File: config.mk
export PLATFORM = sky130hd
export DESIGN_NAME = dcache_prefetcher
export DESIGN_NICKNAME = d
export VERILOG_FILES = /design/src/rtl/dcache_prefetcher.sv
export SDC_FILE = /design/constraint.sdc
export NUM_CORES = 1
export LEC_CHECK = 0
export ABC_CLOCK_PERIOD_IN_PS = 3200
export CORE_AREA = 2 2 194 196
export DETAILED_ROUTE_END_ITERATION = 6
export DIE_AREA = 0 0 196 198
export SETUP_SLACK_MARGIN = 0.15
export SLEW_MARGIN = 20
export SYNTH_ARGS = -nofsm -noshare
export SYNTH_HDL_FRONTEND = slang
export SYNTH_SLANG_ARGS = --single-unit
File: constraint.sdc
create_clock -name clk -period 3.2 [get_ports clk]
set_clock_uncertainty 0.1 [all_clocks]
set_input_delay 0.48 -clock clk [delete_from_list [all_inputs] [get_ports clk]]
set_output_delay 0.48 -clock clk [all_outputs]
set_load 0.05 [all_outputs]
File: src/rtl/dcache_prefetcher.sv
// Next-line prefetch buffer between the Dcache refill port and the AXI read port.
// Define DCACHE_PREFETCH_EN to build the prefetch buffer; otherwise line reads pass straight through.
module dcache_prefetcher #(
   parameter int LINE_BYTES = 16,
   parameter int ENTRY_NUM  = 2,
   localparam int LINE_BITS = 8*LINE_BYTES,
   localparam int OFS       = $clog2(LINE_BYTES)
) (
   input  logic                   clk,
   input  logic                   resetn,
   input  logic                   cache_rd_req,
   input  logic                   cache_rd_type,
   input  logic [31:0]            cache_rd_addr,
   output logic                   cache_rd_rdy,
   output logic                   cache_ret_valid,
   output logic [LINE_BITS-1:0]   cache_ret_data,
   input  logic                   cache_inv_valid,
   input  logic [31:0]            cache_inv_addr,
   output logic                   axi_rd_req,
   output logic [1:0]             axi_rd_type,
   output logic [31:0]            axi_rd_addr,
   input  logic                   axi_rd_rdy,
   input  logic                   axi_ret_valid,
   input  logic [2*LINE_BITS-1:0] axi_ret_data,
   input  logic                   axi_ret_half
);

   typedef enum logic [4:0] {
      IDLE    = 5'b00001,
      HIT     = 5'b00010,
      MISS    = 5'b00100,
      FILL    = 5'b01000,
      UNCACHE = 5'b10000
   } state_t;

   state_t state;
   logic   acc;
   logic   unused_ok;

   assign axi_rd_req   = (state == IDLE) & cache_rd_req;
   assign cache_rd_rdy = (state == IDLE) & axi_rd_rdy;
   assign acc          = axi_rd_req & axi_rd_rdy;

`ifdef DCACHE_PREFETCH_EN
   localparam int IW = (ENTRY_NUM > 1) ? $clog2(ENTRY_NUM) : 1;

   logic [ENTRY_NUM-1:0] valid;
   logic [31:OFS]        tag  [ENTRY_NUM];
   logic [LINE_BITS-1:0] data [ENTRY_NUM];
   logic [IW-1:0]        ptr, tgt, hit_idx, vic;
   logic [31:OFS]        fill_tag;
   logic                 discard, ret_valid;
   logic [LINE_BITS-1:0] ret_data;
   logic [ENTRY_NUM-1:0] inv_hit, dup_hit, clr;
   logic                 hit, inv_same, inv_next, inv_fill, pend;
   logic [31:0]          next_addr;

   assign unused_ok = ^cache_inv_addr[OFS-1:0];
   assign next_addr = cache_rd_addr + 32'(LINE_BYTES);
   assign inv_same  = cache_inv_valid
                    & (cache_inv_addr[31:OFS] == cache_rd_addr[31:OFS]);
   assign inv_next  = cache_inv_valid
                    & (cache_inv_addr[31:OFS] == next_addr[31:OFS]);
   assign pend      = (state == HIT) | (state == MISS) | (state == FILL);
   assign inv_fill  = pend & cache_inv_valid
                    & (cache_inv_addr[31:OFS] == fill_tag);

   // An invalidate racing the lookup on the same line forces a miss.
   always_comb begin
      hit     = 1'b0;
      hit_idx = '0;
      inv_hit = '0;
      dup_hit = '0;
      for (int i = 0; i < ENTRY_NUM; i++) begin
         inv_hit[i] = cache_inv_valid & valid[i]
                    & (tag[i] == cache_inv_addr[31:OFS]);
         dup_hit[i] = valid[i] & (tag[i] == next_addr[31:OFS]);
         if (valid[i] && tag[i] == cache_rd_addr[31:OFS]) begin
            hit     = 1'b1;
            hit_idx = IW'(i);
         end
      end
      hit = hit & cache_rd_req & cache_rd_type & ~inv_same;
   end

   // Dropping any copy of the prefetch line keeps tags unique.
   always_comb begin
      vic = hit ? hit_idx : ptr;
      clr = inv_hit;
      if (acc & cache_rd_type)
         clr = clr | dup_hit | (ENTRY_NUM'(1) << vic);
   end

   assign axi_rd_type = !cache_rd_type ? 2'b00 : (hit ? 2'b01 : 2'b10);
   assign axi_rd_addr = hit ? next_addr : cache_rd_addr;
   assign cache_ret_data = (state == HIT) ? ret_data
                                          : axi_ret_data[LINE_BITS-1:0];

   always_comb begin
      cache_ret_valid = 1'b0;
      case (state)
         HIT:     cache_ret_valid = ret_valid;
         MISS:    cache_ret_valid = axi_ret_half;
         UNCACHE: cache_ret_valid = axi_ret_valid;
         default: cache_ret_valid = 1'b0;
      endcase
   end

   always_ff @(posedge clk) begin
      if (!resetn) begin
         state     <= IDLE;
         valid     <= '0;
         ptr       <= '0;
         tgt       <= '0;
         fill_tag  <= '0;
         discard   <= 1'b0;
         ret_valid <= 1'b0;
         ret_data  <= '0;
         for (int i = 0; i < ENTRY_NUM; i++) begin
            tag[i]  <= '0;
            data[i] <= '0;
         end
      end else begin
         ret_valid <= 1'b0;
         valid     <= valid & ~clr;
         case (state)
            IDLE: if (acc) begin
               if (!cache_rd_type) begin
                  state <= UNCACHE;
               end else begin
                  tgt      <= vic;
                  fill_tag <= next_addr[31:OFS];
                  discard  <= inv_next;
                  if (hit) begin
                     ret_data  <= data[hit_idx];
                     ret_valid <= 1'b1;
                     state     <= HIT;
                  end else begin
                     state <= MISS;
                  end
               end
            end
            UNCACHE: if (axi_ret_valid) state <= IDLE;
            MISS: begin
               discard <= discard | inv_fill;
               if (axi_ret_half) state <= FILL;
            end
            FILL: if (axi_ret_valid) begin
               data[tgt]  <= axi_ret_data[2*LINE_BITS-1:LINE_BITS];
               tag[tgt]   <= fill_tag;
               valid[tgt] <= ~(discard | inv_fill);
               ptr        <= (ptr == IW'(ENTRY_NUM-1)) ? '0 : ptr + 1'b1;
               discard    <= 1'b0;
               state      <= IDLE;
            end else begin
               discard <= discard | inv_fill;
            end
            HIT: if (axi_ret_valid) begin
               data[tgt]  <= axi_ret_data[LINE_BITS-1:0];
               tag[tgt]   <= fill_tag;
               valid[tgt] <= ~(discard | inv_fill);
               discard    <= 1'b0;
               state      <= IDLE;
            end else begin
               discard <= discard | inv_fill;
            end
            default: state <= IDLE;
         endcase
      end
   end
`else
   assign unused_ok = ^{cache_inv_valid, cache_inv_addr, axi_ret_half,
                        axi_ret_data[2*LINE_BITS-1:LINE_BITS]};
   assign axi_rd_type    = cache_rd_type ? 2'b01 : 2'b00;
   assign axi_rd_addr    = cache_rd_addr;
   assign cache_ret_data = axi_ret_data[LINE_BITS-1:0];
   assign cache_ret_valid = ((state == MISS) | (state == UNCACHE))
                          & axi_ret_valid;

   always_ff @(posedge clk) begin
      if (!resetn) begin
         state <= IDLE;
      end else begin
         case (state)
            IDLE:          if (acc) state <= cache_rd_type ? MISS : UNCACHE;
            MISS, UNCACHE: if (axi_ret_valid) state <= IDLE;
            default:       state <= IDLE;
         endcase
      end
   end
`endif

endmodule
==> results.json, run 1 <==
{
  "cts-root-buf": "clkbuf_16",
  "drive_above_1_share": 0.3333,
  "tritoncts": "done",
  "largest_reg_flops": 3,
  "crit_chain": "clkdlybuf4s50_1 -> nor4bb_4 -> clkdlybuf4s50_1",
  "maxSlewViolCount": 0,
  "synth_area_mm2": 0.001386,
  "critical_path_class": "primary input to output pin",
  "nNetsFinal": 356,
  "synthesis.instances": 176,
  "ir_drop_uv": 137.6,
  "netSwitchingPower_w": 0.00005474,
  "r2r-start": "state[2]",
  "dieWidth_um": 196,
  "wl_per_cell_um": 16.58,
  "min_from": "state[2]",
  "fin_area_um2": 932.1,
  "reg_top3": "state x3",
  "start_kind": "primary input",
  "post_cts_resized": 0,
  "p_leak_nw": 0.1423,
  "worst_pin_slew_ps": 499.8,
  "sequentialPowerShare": 0.149,
  "antenna_cells": 0,
  "fin_cells": 501,
  "ys_types": 12,
  "vias": 439,
  "clk_latency_ps": 220,
  "drv_cap": 0,
  "placed_area_um2": 853.3,
  "row_count": 71,
  "syn-mean-instance-area_um2": 7.877,
  "gp_congestion": 0.5051,
  "drt-vias-per-instance": 0.8762,
  "die_area_mm2": 0.03881,
  "synth_warnings": 0,
  "fin_crit_sh": 0.8527,
  "synth_seq_cells": 3,
  "cts_buffers": 3,
  "critPathCaptureType": "output pin",
  "hpwl_um": 7733,
  "rsz0062_at_grt": "no",
  "path_delay_family": "buffers and inverters",
  "dp.cells": 497,
  "ant_nets": 0,
  "power_w": 0.0002737,
  "status": "complete, no violations",
  "yosysTopAreaCell": "buf_4",
  "top_register": "state",
  "powerDensity_mw_per_mm2": 293.6,
  "ys_seq_area_frac": 0.04332,
  "syn_to_final_growth_pct": -32.76,
  "grt_pass1_wl_um": 9045,
  "grt_pass1_vias": 509,
  "syn_nets": 504,
  "drt_iter0_markers": 3,
  "antenna_found_initial": 0,
  "cp_common_cell": "clkdlybuf4s50_1",
  "hold_ws_ps": 532.3,
  "clockPowerShare": 0.726,
  "grt-ovfl-total": 0,
  "port_buffers": 9,
  "wl_um": 8306,
  "die_h_um": 198,
  "fin_crit_ps": 2729,
  "hold_class": "flop to flop",
  "cts_hold_buf": 0,
  "crit_path_start": "cache_rd_req",
  "ios": 493,
  "fp.coreArea_mm2": 0.03696,
  "critPathArrivalTime_ps": 2150,
  "remaining_drc_errors": 0,
  "crit_buf_inv": 2,
  "dr.pass1.iters": 3,
  "p_int_w": 0.0002189,
  "tns_ps": 0,
  "synth_area_leaders": "buf_4, dfxtp_1, nor4bb_4",
  "h-tree-depth": 1,
  "clk_pin_slew_worst_paths_ps": 30,
  "postCtsSetupRepairBufs": 0,
  "critical_path_required_ps": 2620,
  "hold_violations": 0,
  "swShare": 0.2000,
  "crit_fanout": 2,
  "cts_buffer_depth": 2,
  "setup_violations": 0,
  "cp_slowest_stage_delay_ps": 850,
  "synth_top_area_frac": 0.8773,
  "grt_max_degree": 5,
  "pwr-share-comb": 0.125,
  "crit_slowest_cell": "clkdlybuf4s50_1",
  "timing.fmax_mhz": 366.5,
  "timing.slew.headroom": 0.6657,
  "track_usage": 0.04134,
  "cts_sinks": 3,
  "initial_core_util": 0.03751
}
==> power by group through the flow <==
stage | clock network [W] | registers (W) | logic [W]
2_1_floorplan | 0 | 0.0000409 | 0.000561
3_3_place_gp | 0 | 0.0000411 | 0.0000345
3_5_place_dp | 0 | 0.0000412 | 0.0000347
4_1_cts | 0.000203 | 0.0000407 | 0.0000348
5_1_grt | 0.000206 | 0.0000409 | 0.0000365
6_report | 0.000199 | 0.0000407 | 0.0000342
==> path summary, 6_finish.rpt <==
check / depth (start not counted) / slack [ps] / endpoint
worst max-delay path: 3 / 470 / axi_rd_req
worst max register to register: 3 / 2020 / state[4]
worst min register to register: 1 / 530 / state[2]
worst min-delay path: 1 / 530 / state[2]
==> worst reg2reg max path: cells and delay by family (launching register included) <==
kind | cells | cell delay, ps
DFF | 1 | 350
and+or+nand+nor | 2 | 560
AOI/OAI and AO/OA | 1 | 110
==> routing by layer <==
metal	global-route usage	part of all wire	vias to the layer above
met2	0.06142	0.42	168
li1	-	-	78
met5	0	0	-
met1	0.002463	0.026	98
met3	0.08040	0.44	95
met4	0.04966	0.12	0
==> layout by cell type (no fill, tap or decap), drive strengths merged <==
cell type	n
clkdlybuf4s50	9
clkbuf	4
dfxtp	3
a32o	2
nor4bb	1
and4bb	1
xnor2	1
nor3b	1
nor3	1
and3	1
inv	1
a21oi	1
conb	1
==> cell families after synthesis <==
| family | synth area share |
|---|---|
| xor+xnor | 0.006319 |
| buf+inv | 0.8800 |
| compound gates | 0.01985 |
| simple gates | 0.04783 |
| other cells | 0.002705 |
| flops | 0.04332 |
==> synthesized netlist by cell type, drive strengths merged <==
| cell type | n |
|---|---|
| a21oi | 1 |
| a32o | 2 |
| and3 | 1 |
| and4bb | 1 |
| buf | 162 |
| conb | 1 |
| dfxtp | 3 |
| inv | 1 |
| nor3 | 1 |
| nor3b | 1 |
| nor4bb | 1 |
| xnor2 | 1 |
==> layout make-up <==
class | instances | area [µm²]
sequential | 3 | 60.06
multi-input combinational | 10 | 106.4
timing repair buffer | 9 | 90.09
fill | 4425 | 36020
tap | 474 | 593.1
inverter | 1 | 3.754
clock buffer | 4 | 78.83
==> stage by stage <==
step	setup WS [ps]	utilization
3_5_place_dp	420.4	0.02309
3_3_place_gp	426.4	0.02309
2_1_floorplan	945.2	-
4_1_cts	420.4	0.02522
6_report	471.4	0.02522
5_1_grt	363.5	0.02522
(Power assumes the default switching activity.)
==> run 2, diff against run 1 <==
--- a/config.mk
+++ b/config.mk
@@ -9,6 +9,8 @@
 export CORE_AREA = 2 2 194 196
 export DETAILED_ROUTE_END_ITERATION = 6
 export DIE_AREA = 0 0 196 198
+export GPL_TIMING_DRIVEN = 0
+export REMOVE_ABC_BUFFERS = 1
 export SETUP_SLACK_MARGIN = 0.15
 export SLEW_MARGIN = 20
 export SYNTH_ARGS = -nofsm -noshare
==> results.json, run 2 (synthesized netlist as in run 1, its figures left out) <==
{
  "antenna_cells": 0,
  "rsz0062_at_grt": "no",
  "critPathArrivalTime_ps": 2330,
  "grt_max_degree": 5,
  "drive_above_1_share": 0.3333,
  "syn_to_final_growth_pct": -32.76,
  "timing.slew.headroom": 0.5758,
  "postCtsSetupRepairBufs": 0,
  "crit_slowest_cell": "clkdlybuf4s50_1",
  "grt-ovfl-total": 0,
  "tns_ps": 0,
  "crit_buf_inv": 2,
  "fp.coreArea_mm2": 0.03696,
  "cp_common_cell": "clkdlybuf4s50_1",
  "cp_slowest_stage_delay_ps": 970,
  "placed_area_um2": 853.3,
  "largest_reg_flops": 3,
  "grt_pass1_wl_um": 45750,
  "remaining_drc_errors": 0,
  "top_register": "state",
  "ir_drop_uv": 297.5,
  "power_w": 0.0002785,
  "dr.pass1.iters": 4,
  "hpwl_um": 44420,
  "postLayoutCoreUtil": 0.02522,
  "die_area_mm2": 0.03881,
  "most-common-layout-cells": "clkdlybuf4s50_1, clkbuf_16, dfxtp_1",
  "critical_path_required_ps": 2620,
  "maxSlewViolCount": 0,
  "fin_area_um2": 932.1,
  "hold_class": "flop to flop",
  "worst_pin_slew_ps": 634.3,
  "initial_core_util": 0.03751,
  "die_h_um": 198,
  "antenna_found_initial": 0,
  "critical_path_class": "primary input to output pin",
  "crit_fanout": 2,
  "cts_hold_buf": 0,
  "grt_pass1_vias": 506,
  "critPathCaptureType": "output pin",
  "start_kind": "primary input",
  "track_usage": 0.2243,
  "nNetsFinal": 356,
  "clk_latency_ps": 230,
  "gp_congestion": 0.8330,
  "wl_per_cell_um": 89.29,
  "hold_violations": 0,
  "cts_sinks": 3,
  "vias": 727,
  "drt_iter0_markers": 55,
  "clk_pin_slew_worst_paths_ps": 30,
  "setup_violations": 0,
  "cts_buffer_depth": 2,
  "reg_top3": "state x3",
  "fin_crit_ps": 2908,
  "ant_nets": 0,
  "wl_um": 44740,
  "fin_crit_sh": 0.9088,
  "tritoncts": "done",
  "final_common_cell": "clkdlybuf4s50_1",
  "h-tree-depth": 1,
  "status": "complete, no violations",
  "dieWidth_um": 196,
  "timing.fmax_mhz": 343.8,
  "crit_chain": "clkdlybuf4s50_1 -> nor4bb_4 -> clkdlybuf4s50_1",
  "drt-vias-per-instance": 1.451,
  "drv_cap": 0,
  "path_delay_family": "buffers and inverters",
  "row_count": 71,
  "ios": 493,
  "cts-root-buf": "clkbuf_16",
  "powerDensity_mw_per_mm2": 298.8,
  "post_cts_resized": 0,
  "port_buffers": 9,
  "cts_buffers": 3,
  "p_leak_nw": 0.1423
}
run 2: cell counts in the layout (fill, tap and decap cells not counted):
No cell type changed its count.
run 2: final timing paths:
| kind | start | cells after the start | endpoint | slack [ps] |
|---|---|---|---|---|
| setup reg to reg | state[2] | 3 | state[2] | 1890 |
| hold / removal | state[2] | 1 | state[2] | 530 |
| setup / recovery | cache_rd_req | 3 | axi_rd_req | 290 |
| hold reg to reg | state[2] | 1 | state[2] | 530 |
run 2: cell type report:
type | instances | area (µm²)
fillers | 4442 | 36020
well taps | 474 | 593.1
multi-input cells | 10 | 106.4
repair buffers | 9 | 90.09
clock buffers | 4 | 78.83
flip-flops and latches | 3 | 60.06
inverters | 1 | 3.754
run 2: worst register-to-register path, delay by kind of cell (launching register included):
kind | cells | cell delay [ps]
compound gates | 1 | 110
flops | 1 | 350
simple gates | 2 | 690
run 2: per-layer routing:
layer	vias to the layer above	wire length, µm	part of all wire	GRT usage
met5	-	460	0.010	0.08685
met4	6	491	0.011	0.02132
met3	20	16480	0.37	0.3964
met2	426	26470	0.59	0.4791
met1	196	834	0.019	0.007492
li1	79	-	-	-
run 2: through the flow:
stage	hold slack, ps	std cells	setup slack (ps)
final	530.1	501	291.7
after global placement	526.5	497	298.5
after global routing	573.4	501	270.8
after CTS	532.0	501	295.6
after detailed placement	524.2	497	295.6
after floorplan	460.3	14	945.2
run 2: report_power, final:
group	switching, W	internal (W)
logic	0.0000211	0.0000156
registers	0.00000193	0.0000390
clock network	0.0000364	0.000165
total	0.0000594	0.000219
